### src/rtl/mux_share_arbiter.sv
// Two-requester round-robin arbiter driving a shared 2:1 mux with a registered output beat.
// Optional per-requester beat counters are enabled by defining MUX_ARB_STATS_EN.
module mux_share_arbiter #(
    parameter int unsigned WIDTH    = 8,
    parameter int unsigned MAX_HOLD = 4
) (
    input  logic             clk,
    input  logic             reset_n,
    input  logic             req_a,
    input  logic [WIDTH-1:0] data_a,
    input  logic             req_b,
    input  logic [WIDTH-1:0] data_b,
    input  logic             out_ready,
    output logic             grant_a,
    output logic             grant_b,
    output logic             select_bit,
    output logic             out_valid,
    output logic [WIDTH-1:0] out_data
`ifdef MUX_ARB_STATS_EN
    ,
    output logic [15:0]      beats_a,
    output logic [15:0]      beats_b
`endif
);

    typedef enum logic [1:0] {IDLE, GNT_A, GNT_B} state_t;

    state_t             r_state;
    logic               r_grant_a;
    logic               r_grant_b;
    logic               r_select;
    logic               r_out_valid;
    logic [WIDTH-1:0]   r_out_data;
    logic [3:0]         r_hold_cnt;
    logic               r_last_b;

    logic               w_own_req;
    logic               w_oth_req;
    logic               w_beat;
    logic [3:0]         w_cnt_inc;
    logic               w_limit;
    logic               w_to_other;
    logic               w_to_idle;
    logic [WIDTH-1:0]   w_beat_data;

    always_comb begin
        w_own_req   = (r_state == GNT_B) ? req_b : req_a;
        w_oth_req   = (r_state == GNT_B) ? req_a : req_b;
        w_beat      = (r_state != IDLE) && w_own_req && out_ready;
        w_cnt_inc   = r_hold_cnt + 4'd1;
        w_limit     = (w_cnt_inc == 4'(MAX_HOLD));
        // A dropped request releases without a beat, so it always outranks the hold limit.
        w_to_other  = w_own_req ? (w_beat && w_limit && w_oth_req) : w_oth_req;
        w_to_idle   = !w_own_req && !w_oth_req;
        w_beat_data = (r_state == GNT_B) ? data_b : data_a;
    end

    always_ff @(posedge clk or negedge reset_n) begin
        if (!reset_n) begin
            r_state     <= IDLE;
            r_grant_a   <= 1'b0;
            r_grant_b   <= 1'b0;
            r_select    <= 1'b0;
            r_out_valid <= 1'b0;
            r_out_data  <= '0;
            r_hold_cnt  <= '0;
            r_last_b    <= 1'b1;
        end else begin
            r_out_valid <= w_beat;
            if (w_beat) begin
                r_out_data <= w_beat_data;
            end
            case (r_state)
                IDLE: begin
                    if (req_a && (!req_b || r_last_b)) begin
                        r_state    <= GNT_A;
                        r_grant_a  <= 1'b1;
                        r_select   <= 1'b0;
                        r_hold_cnt <= '0;
                    end else if (req_b) begin
                        r_state    <= GNT_B;
                        r_grant_b  <= 1'b1;
                        r_select   <= 1'b1;
                        r_hold_cnt <= '0;
                    end
                end
                GNT_A, GNT_B: begin
                    if (w_to_other) begin
                        r_state    <= (r_state == GNT_A) ? GNT_B : GNT_A;
                        r_grant_a  <= (r_state == GNT_B);
                        r_grant_b  <= (r_state == GNT_A);
                        r_select   <= (r_state == GNT_A);
                        r_hold_cnt <= '0;
                        r_last_b   <= (r_state == GNT_B);
                    end else if (w_to_idle) begin
                        r_state    <= IDLE;
                        r_grant_a  <= 1'b0;
                        r_grant_b  <= 1'b0;
                        r_hold_cnt <= '0;
                        r_last_b   <= (r_state == GNT_B);
                    end else if (w_beat) begin
                        r_hold_cnt <= w_limit ? '0 : w_cnt_inc;
                    end
                end
                default: begin
                    r_state   <= IDLE;
                    r_grant_a <= 1'b0;
                    r_grant_b <= 1'b0;
                end
            endcase
        end
    end

    assign grant_a    = r_grant_a;
    assign grant_b    = r_grant_b;
    assign select_bit = r_select;
    assign out_valid  = r_out_valid;
    assign out_data   = r_out_data;

`ifdef MUX_ARB_STATS_EN
    logic [15:0] r_beats_a;
    logic [15:0] r_beats_b;

    always_ff @(posedge clk or negedge reset_n) begin
        if (!reset_n) begin
            r_beats_a <= '0;
            r_beats_b <= '0;
        end else if (w_beat) begin
            if (r_state == GNT_A && r_beats_a != '1) r_beats_a <= r_beats_a + 16'd1;
            if (r_state == GNT_B && r_beats_b != '1) r_beats_b <= r_beats_b + 16'd1;
        end
    end

    assign beats_a = r_beats_a;
    assign beats_b = r_beats_b;
`endif

endmodule

### config.mk
export PLATFORM = sky130hd
export DESIGN_NAME = mux_share_arbiter
export DESIGN_NICKNAME = d
export VERILOG_FILES = /design/src/rtl/mux_share_arbiter.sv
export SDC_FILE = /design/constraint.sdc
export NUM_CORES = 1
export LEC_CHECK = 0
export ABC_AREA = 1
export CAP_MARGIN = 20
export CORE_MARGIN = 2
export CORE_UTILIZATION = 43
export DETAILED_ROUTE_END_ITERATION = 12
export PLACE_DENSITY = 0.87
export SLEW_MARGIN = 20
export SYNTH_ARGS = -nofsm -noshare
export SYNTH_HDL_FRONTEND = slang
export SYNTH_SLANG_ARGS = --single-unit
### constraint.sdc
create_clock -name clk -period 1.55 [get_ports clk]
set_input_delay 0.31 -clock clk [delete_from_list [all_inputs] [get_ports clk]]
set_output_delay 0.31 -clock clk [all_outputs]
set_load 0.05 [all_outputs]
==> out/results.tsv, run 1 <==
stage	metric	value	unit
floorplan	die_x	56.6	µm
layout	fillCellCount	178	
critical_path	critPathCapture	r_state[0]	
sta	worstMarginPinSlew	0.479	ns
floorplan	num_rows	19	
layout	diodes	0	
floorplan	die_h	56.6	µm
sta	tns	-0.304	ns
critical_path	arrival	1.84	ns
sta	finalCritPeriodShare	105	%
clocking	htreeDepth	1	
clocking	path_clk_slew	0.13	ns
sta	final-setup-viol-count	7	
clocking	cts_tree	done	
floorplan	dieArea	0.00320	mm²
layout	layout_commonest_cell	nand2_1	
sta	hold_violations	0	
sta	min_period	1.62	ns
yosys	synth.avg_cell_area	7.48	µm²
yosys	synth_top_area_cell	dfrtp_1	
drt	routedWlPerCell	14.6	µm
power	power_density	2160	mW/mm²
sta	relSlewSlack	67.8	%
critical_path	critPathCaptureType	register	
yosys	yosysSeqAreaShare	40.1	%
floorplan	io_pins	33	
drt	num_vias	1318	
clocking	clock_latency	0.32	ns
yosys	synthesis.area	0.00119	mm²
drt	drc	0	
layout	drive_above_1_share	41.3	%
critical_path	regToRegStartpoint	r_state[0]	
drt	dr.pass1.iters	4	
power	leakage	0.947	nW
flow_run	maxCapViolations	0	
yosys	yosysTopAreaCellShare	37.9	%
critical_path	startpoint	r_state[0]	
yosys	synth.area.top_cells	dfrtp_1 38%, nand2_1 19%, ha_1 6.3%	
sta	slew_violations	0	
drt	antenna_left	0	
layout	nets	246	
status	violations	negative setup slack	
yosys	syn_inst	159	
status	status	finished with violations	
place	port_buffers	32	
sta	rsz0062_at_grt	yes	
critical_path	rrSetupSlack	-0.07	ns
place	dp_hpwl	2.32	mm
global_route	antenna_found_initial	0	
clocking	numCtsBuffers	3	
clocking	clockBufferDepth	2	
sta	clock_skew	0.00738	ns
power	vdd_ir_drop_max	0.00174	V
clocking	cts_sinks	19	
drt	drt-initial-drc-count	79	
floorplan	start_util	44.2	%
yosys	yosys_warnings	0	
yosys	synth_cell_type_count	24	
layout	most-common-layout-cells	41 x nand2_1, 26 x buf_4, 20 x clkdlybuf4s50_1, 17 x dfrtp_1, 15 x nand2_2	
sta	max_freq	0.616	GHz
global_route	grt_pass1_wl	5.06	mm
global_route	grt_usage	20.3	%
critical_path	crit_required	1.77	ns
floorplan	core	0.00269	mm²
critical_path	worstRegToRegCells	13	
critical_path	startpoint_type	register	
global_route	grt_overflow_total	0	
layout	area_growth	68.7	%
place	gp_congestion	0.868	
yosys	syn-num-nets	186	
drt	viasPerCell	5.29	
sta	fin_ws	-0.0724	ns
worst_hold_path	min_path_type	in -> async	
critical_path	crit_fanout	5	
drt	totalWireLength	3.63	mm
critical_path	critical_path_class	reg -> reg	
sta	worst_hold_slack	0.311	ns
yosys	synth-seq-cells	19	
clocking	cts-root-buf	clkbuf_4	
global_route	grt_max_degree	20	
global_route	grt_pass1_vias	1203	
critical_path	r2r-end	r_state[0]	
==> synthesized netlist by cell type (all sizes together) <==
cell type,instances
nor3,2
nor2,13
dfrtp,18
clkinv,1
inv,19
buf,3
o22ai,1
nand3,9
a31oi,8
a21oi,3
nand4,4
ha,6
o21ai,9
or2,1
nand2,60
dfstp,1
clkbuf,1
==> kinds of logic (layout without fill, tap and decap cells) <==
kind of cell / Yosys count / after routing / synth area share [%]
DFF: 19 / 19 / 40.1
and+or+nand+nor: 89 / 89 / 32.6
buffers and inverters: 24 / 83 / 10.2
adders and majority gates: 6 / 6 / 6.32
AOI/OAI and AO/OA: 21 / 21 / 10.7
==> critical path, stage by stage, from the launching register on <==
cell and delay [ns]:
dfrtp_1 0.42, inv_2 0.10, ha_4 0.19, nand2_2 0.07, o21ai_2 0.07, inv_2 0.08
nand2_4 0.09, inv_4 0.05, nand3_4 0.07, nand3_4 0.13, nand2_4 0.11, inv_4 0.04
nand2_2 0.06, nand2_2 0.05
==> final cells by class <==
class / count / area, µm² / area share (%)
tap: 31 / 38.8 / 1.93
multi-input combinational: 116 / 743 / 37.1
clock buffer: 3 / 22.5 / 1.12
timing repair buffer: 59 / 638 / 31.8
inverter: 20 / 80.1 / 3.99
clock inverter: 1 / 5.00 / 0.250
sequential: 19 / 478 / 23.8
==> registers in the layout, summed over array words and instances (netlist names) <==
register    cells
r_hold_cnt      4
out_data        8
grant_a         1
grant_b         1
out_valid       1
r_last_b        1
select_bit      1
r_state         2
==> worst min-delay path by stage <==
stage | startpoint | endpoint | cells past startpoint
final | reset_n | out_data[2] | 2
after floorplan | reset_n | grant_a | 0
after global routing | reset_n | out_data[7] | 2
after detailed placement | r_last_b | r_last_b | 2
after CTS | reset_n | out_data[7] | 2
after global placement | r_last_b | r_last_b | 2
==> power breakdown <==
group | leakage (nW) | switching (mW) | internal, mW
sequential | 0.229 | 0.212 | 0.710
clock | 0.0177 | 0.179 | 0.0966
combinational | 0.700 | 1.72 | 1.41
==> metrics by stage <==
stage / worst slack, ns / power [mW] / std cells / area [µm²] / util, %
6_report: -0.0724 / 4.32 / 249 / 2010 / 74.7
5_1_grt: -0.155 / 4.56 / 249 / 2010 / 74.7
4_1_cts: -0.0121 / 3.96 / 243 / 1850 / 68.8
3_5_place_dp: -0.253 / 3.55 / 237 / 1760 / 65.4
3_3_place_gp: -0.201 / 3.47 / 237 / 1760 / 65.4
2_1_floorplan: -0.0325 / 2.38 / 159 / 1190 / -
==> routing by layer <==
layer	track usage, %	routed length (µm)	vias to the layer above	share of wire (%)
met5	0	0	-	0
li1	-	-	626	-
met2	37.2	1850	60	51
met4	10.2	164	0	4.5
met1	22.8	1450	613	40
met3	2.53	164	19	4.5
==> what timing repair did <==
action	4_1_cts	5_1_grt
gates resized for setup	15	38
setup endpoints to repair	8	13
pin swaps	3	13
buffers inserted	2	6
hold buffers	0	0
Power figures use the tool's default switching activity.
==> run 2, diff against run 1 <==
Settings changed: CORE_UTILIZATION 43 to 46, DONT_BUFFER_PORTS set to 1, PLACE_DENSITY 0.87 to 0.74.
==> out/results.tsv, run 2 (synthesis gave the netlist of run 1 again) <==
stage	metric	value	unit	change
status	status	finished with violations		
status	violations	negative setup slack		
sta	min_period	1.58	ns	-0.0437 ns
critical_path	critPathCaptureType	register		
drt	drt-initial-drc-count	26		-67%
layout	layout_commonest_cell	nand2_1		
flow_run	maxCapViolations	0		unchanged
global_route	antenna_found_initial	0		unchanged
drt	viasPerCell	5.17		-2.4%
critical_path	startpoint	r_state[0]		
critical_path	worstRegToRegCells	13		unchanged
clocking	cts_tree	done		
drt	routedWlPerCell	13.0	µm	-11%
sta	worstMarginPinSlew	0.865	ns	+0.387 ns
worst_hold_path	hold_depth	2		
layout	most-common-layout-cells	51 x nand2_1, 18 x dfrtp_1, 17 x buf_4, 12 x inv_1		
place	dp_hpwl	1.99	mm	-14%
drt	num_vias	1085		-18%
power	power_density	2250	mW/mm²	+4.2%
sta	final-setup-viol-count	2		-5
place	gp_congestion	0.893		+2.9%
clocking	htreeDepth	1		unchanged
clocking	cts_sinks	19		unchanged
power	leakage	0.717	nW	-24%
clocking	clock_latency	0.31	ns	about the same
sta	tns	-0.0309	ns	+0.273 ns
layout	drive_above_1_share	32.8	%	-8.5 points
sta	relSlewSlack	42.1	%	-26 points
clocking	numCtsBuffers	3		unchanged
critical_path	regToRegStartpoint	r_state[0]		
power	vdd_ir_drop_max	0.00171	V	-1.8%
drt	dr.pass1.iters	4		unchanged
layout	diodes	0		unchanged
global_route	grt_usage	18.5	%	-1.9 points
power	p_int	1.53	mW	-31%
power	switchingPower	1.76	mW	-17%
drt	drc	0		unchanged
critical_path	crit_fanout	6		+1
layout	fin_cells	210		-16%
critical_path	critical_path_class	reg -> reg		
worst_hold_path	min_path_type	in -> reg		
sta	clock_skew	0.00882	ns	+0.00145 ns
floorplan	die_h	54.8	µm	-3.1%
layout	largest_register_ffs	8		unchanged
sta	rsz0062_at_grt	yes		
power	pwr-share-comb	50.2	%	-22 points
place	dp_cells	201		-15%
floorplan	io_pins	33		unchanged
global_route	grt_pass1_vias	937		-22%
sta	fin_ws	-0.0286	ns	+0.0437 ns
critical_path	arrival	1.78	ns	-0.06 ns
critical_path	startpoint_type	register		
floorplan	die_x	54.8	µm	-3.1%
power	pwr-share-clk	8.0	%	+1.6 points
critical_path	rrSetupSlack	-0.03	ns	+0.04 ns
power	power	3.28	mW	-24%
place	dp_slack	-0.0372	ns	+0.216 ns
global_route	grt_overflow_total	0		unchanged
global_route	grt_max_degree	20		unchanged
layout	finish.utilization	59.6	%	-15 points
layout	area_growth	23.1	%	
sta	hold_violations	0		unchanged
clocking	cts-root-buf	clkbuf_4		
floorplan	start_util	48.4	%	+4.2 points
critical_path	critPathCapture	r_state[1]		
layout	nets	208		-15%
floorplan	dieArea	0.00301	mm²	-6.1%
clocking	clockBufferDepth	2		unchanged
critical_path	r2r-end	r_state[1]		
clocking	path_clk_slew	0.12	ns	about the same
drt	antenna_left	0		unchanged
global_route	grt_pass1_wl	3.95	mm	-22%
floorplan	num_rows	18		-1
critical_path	crit_required	1.75	ns	-0.02 ns
sta	finalCritPeriodShare	102	%	-2.8 points
place	port_buffers	0		-100%
sta	slew_violations	0		unchanged
power	p_sw_share	53.6	%	+4.7 points
worst_hold_path	min-delay-start	data_a[3]		
power	power_frac_seq	41.8	%	+21 points
drt	totalWireLength	2.72	mm	-25%
sta	max_freq	0.633	GHz	+2.8%
floorplan	core	0.00245	mm²	-8.6%
==> run 2: power by group through the flow <==
| stage | clock network (mW) | logic, mW | registers (mW) |
|---|---|---|---|
| 6_report | 0.263 | 1.65 | 1.37 |
| 5_1_grt | 0.280 | 1.85 | 1.40 |
| 4_1_cts | 0.271 | 1.50 | 1.37 |
| 3_5_place_dp | 0 | 1.40 | 1.38 |
| 3_3_place_gp | 0 | 1.36 | 1.37 |
| 2_1_floorplan | 0 | 1.03 | 1.36 |
==> run 2: layout make-up <==
cell class,count,area [µm²]
Inverter,20,77.6
Timing Repair Buffer,21,180
Sequential cell,19,477
Tap cell,30,37.5
Fill cell,229,992
Clock inverter,1,5.00
Multi-Input combinational cell,116,663
Clock buffer,3,22.5
==> run 2: worst min path at each step <==
stage,slack (ns),endpoint
detailed placement,0.02,grant_b
global placement,0.02,grant_b
finish,0.15,out_data[3]
global route,0.15,out_data[0]
floorplan,0.01,grant_a
CTS,0.14,out_data[0]
==> run 2: per-layer routing <==
layer  part of all wire (%)  track usage (%)  vias up
met5                      0                0        -
met4                    2.0             9.17        0
met3                    2.8             2.73        7
met2                     54             30.0       18
met1                     41             23.7      509
li1                       -                -      551
==> run 2: what timing repair did <==
item | in CTS | in global routing
pin swaps | 0 | 11
setup endpoints to repair | 12 | 18
buffers inserted | 2 | 2
gates resized for setup | 8 | 26
hold buffers | 1 | 0
hold endpoints to repair | 19 | 0
==> run 2: metrics by stage <==
| stage | hold slack [ns] | area (µm²) |
|---|---|---|
| finish | 0.150 | 1460 |
| global route | 0.155 | 1460 |
| CTS | 0.142 | 1380 |
| detailed placement | 0.0152 | 1310 |
| global placement | 0.0151 | 1310 |
| floorplan | 0.0144 | 1190 |
==> run 2: critical path: stages, from the launching register on <==
cell,delay [ns]
dfrtp_1,0.41
inv_2,0.09
ha_4,0.18
nand2_2,0.06
o21ai_2,0.05
inv_2,0.08
nand2_2,0.10
inv_4,0.05
nand3_4,0.09
nand3_4,0.12
nand2_2,0.09
inv_2,0.03
nand2_1,0.05
nand2_1,0.06
==> run 3, diff against run 2 <==
Settings changed: CTS_CLUSTER_SIZE set to 10, GPL_TIMING_DRIVEN set to 0, PLACE_DENSITY 0.74 to 0.72.
Clock period 1.55 ns to 1.6 ns, I/O delays scaled along.
==> out/results.tsv, run 3 (synthesis gave the netlist of run 1 again) <==
stage	metric	value	unit	change
flow_run	maxCapViolations	0		unchanged
layout	fin_cells	210		unchanged
place	dp_hpwl	1.84	mm	-7.6%
critical_path	slowest_delay	0.41	ns	about the same
layout	fin_area	0.00148	mm²	+1.2%
sta	relSlewSlack	41.8	%	-0.38 points
sta	slew_violations	0		unchanged
sta	worstMarginPinSlew	0.871	ns	+0.00568 ns
critical_path	arrival	1.87	ns	+0.09 ns
power	power	3.31	mW	+0.79%
floorplan	die_h	54.8	µm	unchanged
global_route	grt_overflow_total	0		unchanged
global_route	antenna_found_initial	0		unchanged
drt	antenna_left	0		unchanged
sta	rsz0062_at_grt	yes		
global_route	met3_usage	4.10	%	+1.4 points
critical_path	r2r-end	r_state[0]		
sta	finalCritPeriodShare	100	%	-1.5 points
critical_path	crit_top_cell	nand2_2		
sta	fin_ws	-0.00552	ns	+0.0231 ns
sta	final-setup-viol-count	2		unchanged
drt	totalWireLength	2.83	mm	+3.9%
global_route	grt_use_met1	23.5	%	-0.18 points
floorplan	die_x	54.8	µm	unchanged
sta	max_freq	0.623	GHz	-1.7%
layout	most-common-layout-cells	48 x nand2_1, 17 x dfrtp_1, 16 x buf_4, 11 x inv_1, 11 x nor2_1		
worst_hold_path	hold_depth	2		unchanged
place	gp_congestion	0.891		-0.30%
floorplan	start_util	48.4	%	unchanged
clocking	htreeDepth	1		unchanged
power	leakage	0.731	nW	+2.0%
drt	routedWlPerCell	13.5	µm	+3.9%
critical_path	slowest_stage	dfrtp_1		
global_route	grt_pass1_vias	998		+6.5%
layout	area_growth	24.5	%	
drt	viasPerCell	5.40		+4.6%
layout	diodes	0		unchanged
place	port_buffers	0		unchanged
clocking	cts_sinks	19		unchanged
place	dpl_cell_area	0.00123	mm²	-6.0%
critical_path	critPathTopFamily	flip-flops		
status	violations	negative setup slack		
clocking	path_clk_slew	0.12	ns	about the same
sta	min_period	1.61	ns	+0.0269 ns
status	status	finished with violations		
worst_hold_path	whs_endpoint	out_data[6]		
sta	hold_violations	0		unchanged
layout	finish.utilization	60.3	%	+0.71 points
floorplan	io_pins	33		unchanged
layout	largest_register_ffs	8		unchanged
critical_path	regToRegStartpoint	r_state[0]		
global_route	grt_max_degree	20		unchanged
power	vdd_ir_drop_max	0.00152	V	-11%
layout	drive_above_1_share	33.9	%	+1.1 points
critical_path	critical_path_class	reg -> reg		
sta	clock_skew	0.00394	ns	-0.00488 ns
global_route	globalRoute.busiestLayer	met2		
clocking	clockBufferDepth	2		unchanged
global_route	grt_pass1_wl	4.26	mm	+7.9%
critical_path	path_cells	inv_2 > ha_4 > buf_6 > inv_4 > buf_6 > a21oi_4 > nand3_4 > nand3_4 > nand2_2 > inv_2 > nand2_2 > nand2_2		
drt	dr.pass1.iters	4		unchanged
clocking	cts-root-buf	clkbuf_4		
critical_path	rrSetupSlack	-0.006	ns	+0.02 ns
drt	drt-initial-drc-count	30		+15%
place	dp_cells	189		-6.0%
critical_path	startpoint_type	register		
critical_path	critPathCaptureType	register		
floorplan	num_rows	18		unchanged
drt	drc	0		unchanged
layout	layout_commonest_cell	nand2_1		
worst_hold_path	min-delay-start	data_a[6]		
critical_path	worstRegToRegCells	12		-1
critical_path	crit_fanout	5		-1
clocking	cts_tree	done		
worst_hold_path	min_path_type	in -> reg		
global_route	grt_usage	20.1	%	+1.6 points
clocking	clock_latency	0.31	ns	about the same
floorplan	dieArea	0.00301	mm²	unchanged
clocking	numCtsBuffers	3		unchanged
critical_path	crit_required	1.86	ns	+0.11 ns
critical_path	path_buf_inv	5		+1
drt	num_vias	1135		+4.6%
sta	tns	-0.00984	ns	+0.0211 ns
floorplan	core	0.00245	mm²	unchanged
layout	nets	208		unchanged
global_route	use_met2	34.1	%	+4.2 points
power	power_density	2240	mW/mm²	-0.41%
==> run 3: cell types whose count changed in the layout (fill, tap and decap cells not counted), moves of 2 or more <==
cell / change
nor2_2: -3
nand2_1: -3
inv_4: +2
nor3_1: +2
nor2_1: +2
nand2_4: +2
nor3_2: -2
==> run 3: how the worst max path moves through the flow <==
stage                          start    endpoint  cells after the start
after detailed placement  r_state[0]  select_bit                     11
after global placement    r_state[0]  select_bit                     11
after CTS                 r_state[1]  r_state[0]                      8
after global routing      r_state[0]     grant_b                     11
final                     r_state[0]  r_state[0]                     12
after floorplan           r_state[0]     grant_a                     11
==> run 3: per-stage QoR <==
stage	hold slack [ns]	setup slack (ns)
2_1_floorplan	0.0244	0.00917
3_3_place_gp	0.0248	-0.135
3_5_place_dp	0.0248	-0.178
4_1_cts	0.150	0.00766
5_1_grt	0.141	-0.0912
6_report	0.147	-0.00552
==> run 3: timing repair <==
item / in CTS / in global routing
buffers inserted: 13 / 3
pin swaps: 5 / 8
cloned: 0 / 0
resized for setup: 13 / 26
endpoints found under the hold margin: 19 / 0
hold buffers: 1 / 0
setup endpoints to repair: 11 / 11
==> run 3: layer usage <==
metal / part of all wire [%] / routed length, µm
met3: 3.8 / 108
met2: 54 / 1530
met1: 40 / 1130
met4: 2.2 / 63
met5: 0 / 0
==> run 3: worst reg2reg max path, delay by kind of cell (launching register included) <==
kind | cells | cell delay, ns
AOI/OAI and AO/OA | 1 | 0.19
adders and majority gates | 1 | 0.15
and+or+nand+nor | 5 | 0.41
buffers and inverters | 5 | 0.39
DFF | 1 | 0.41
==> run 3: area by class of cell <==
cell class,count,area (µm²)
inverters,20,82.6
clock inverters,1,5.00
fillers,214,975
repair buffers,17,130
clock buffers,3,22.5
multi-input cells,116,677
well taps,30,37.5
flip-flops and latches,19,478
plain buffers,4,47.5
==> run 3: where the power goes <==
| part | switching (mW) | total, mW | leakage, nW | internal (mW) |
|---|---|---|---|---|
| Sequential | 0.656 | 1.33 | 0.229 | 0.678 |
| Combinational | 0.957 | 1.72 | 0.484 | 0.759 |
| Clock | 0.166 | 0.260 | 0.0177 | 0.0935 |
| Total | 1.78 | 3.31 | 0.731 | 1.53 |
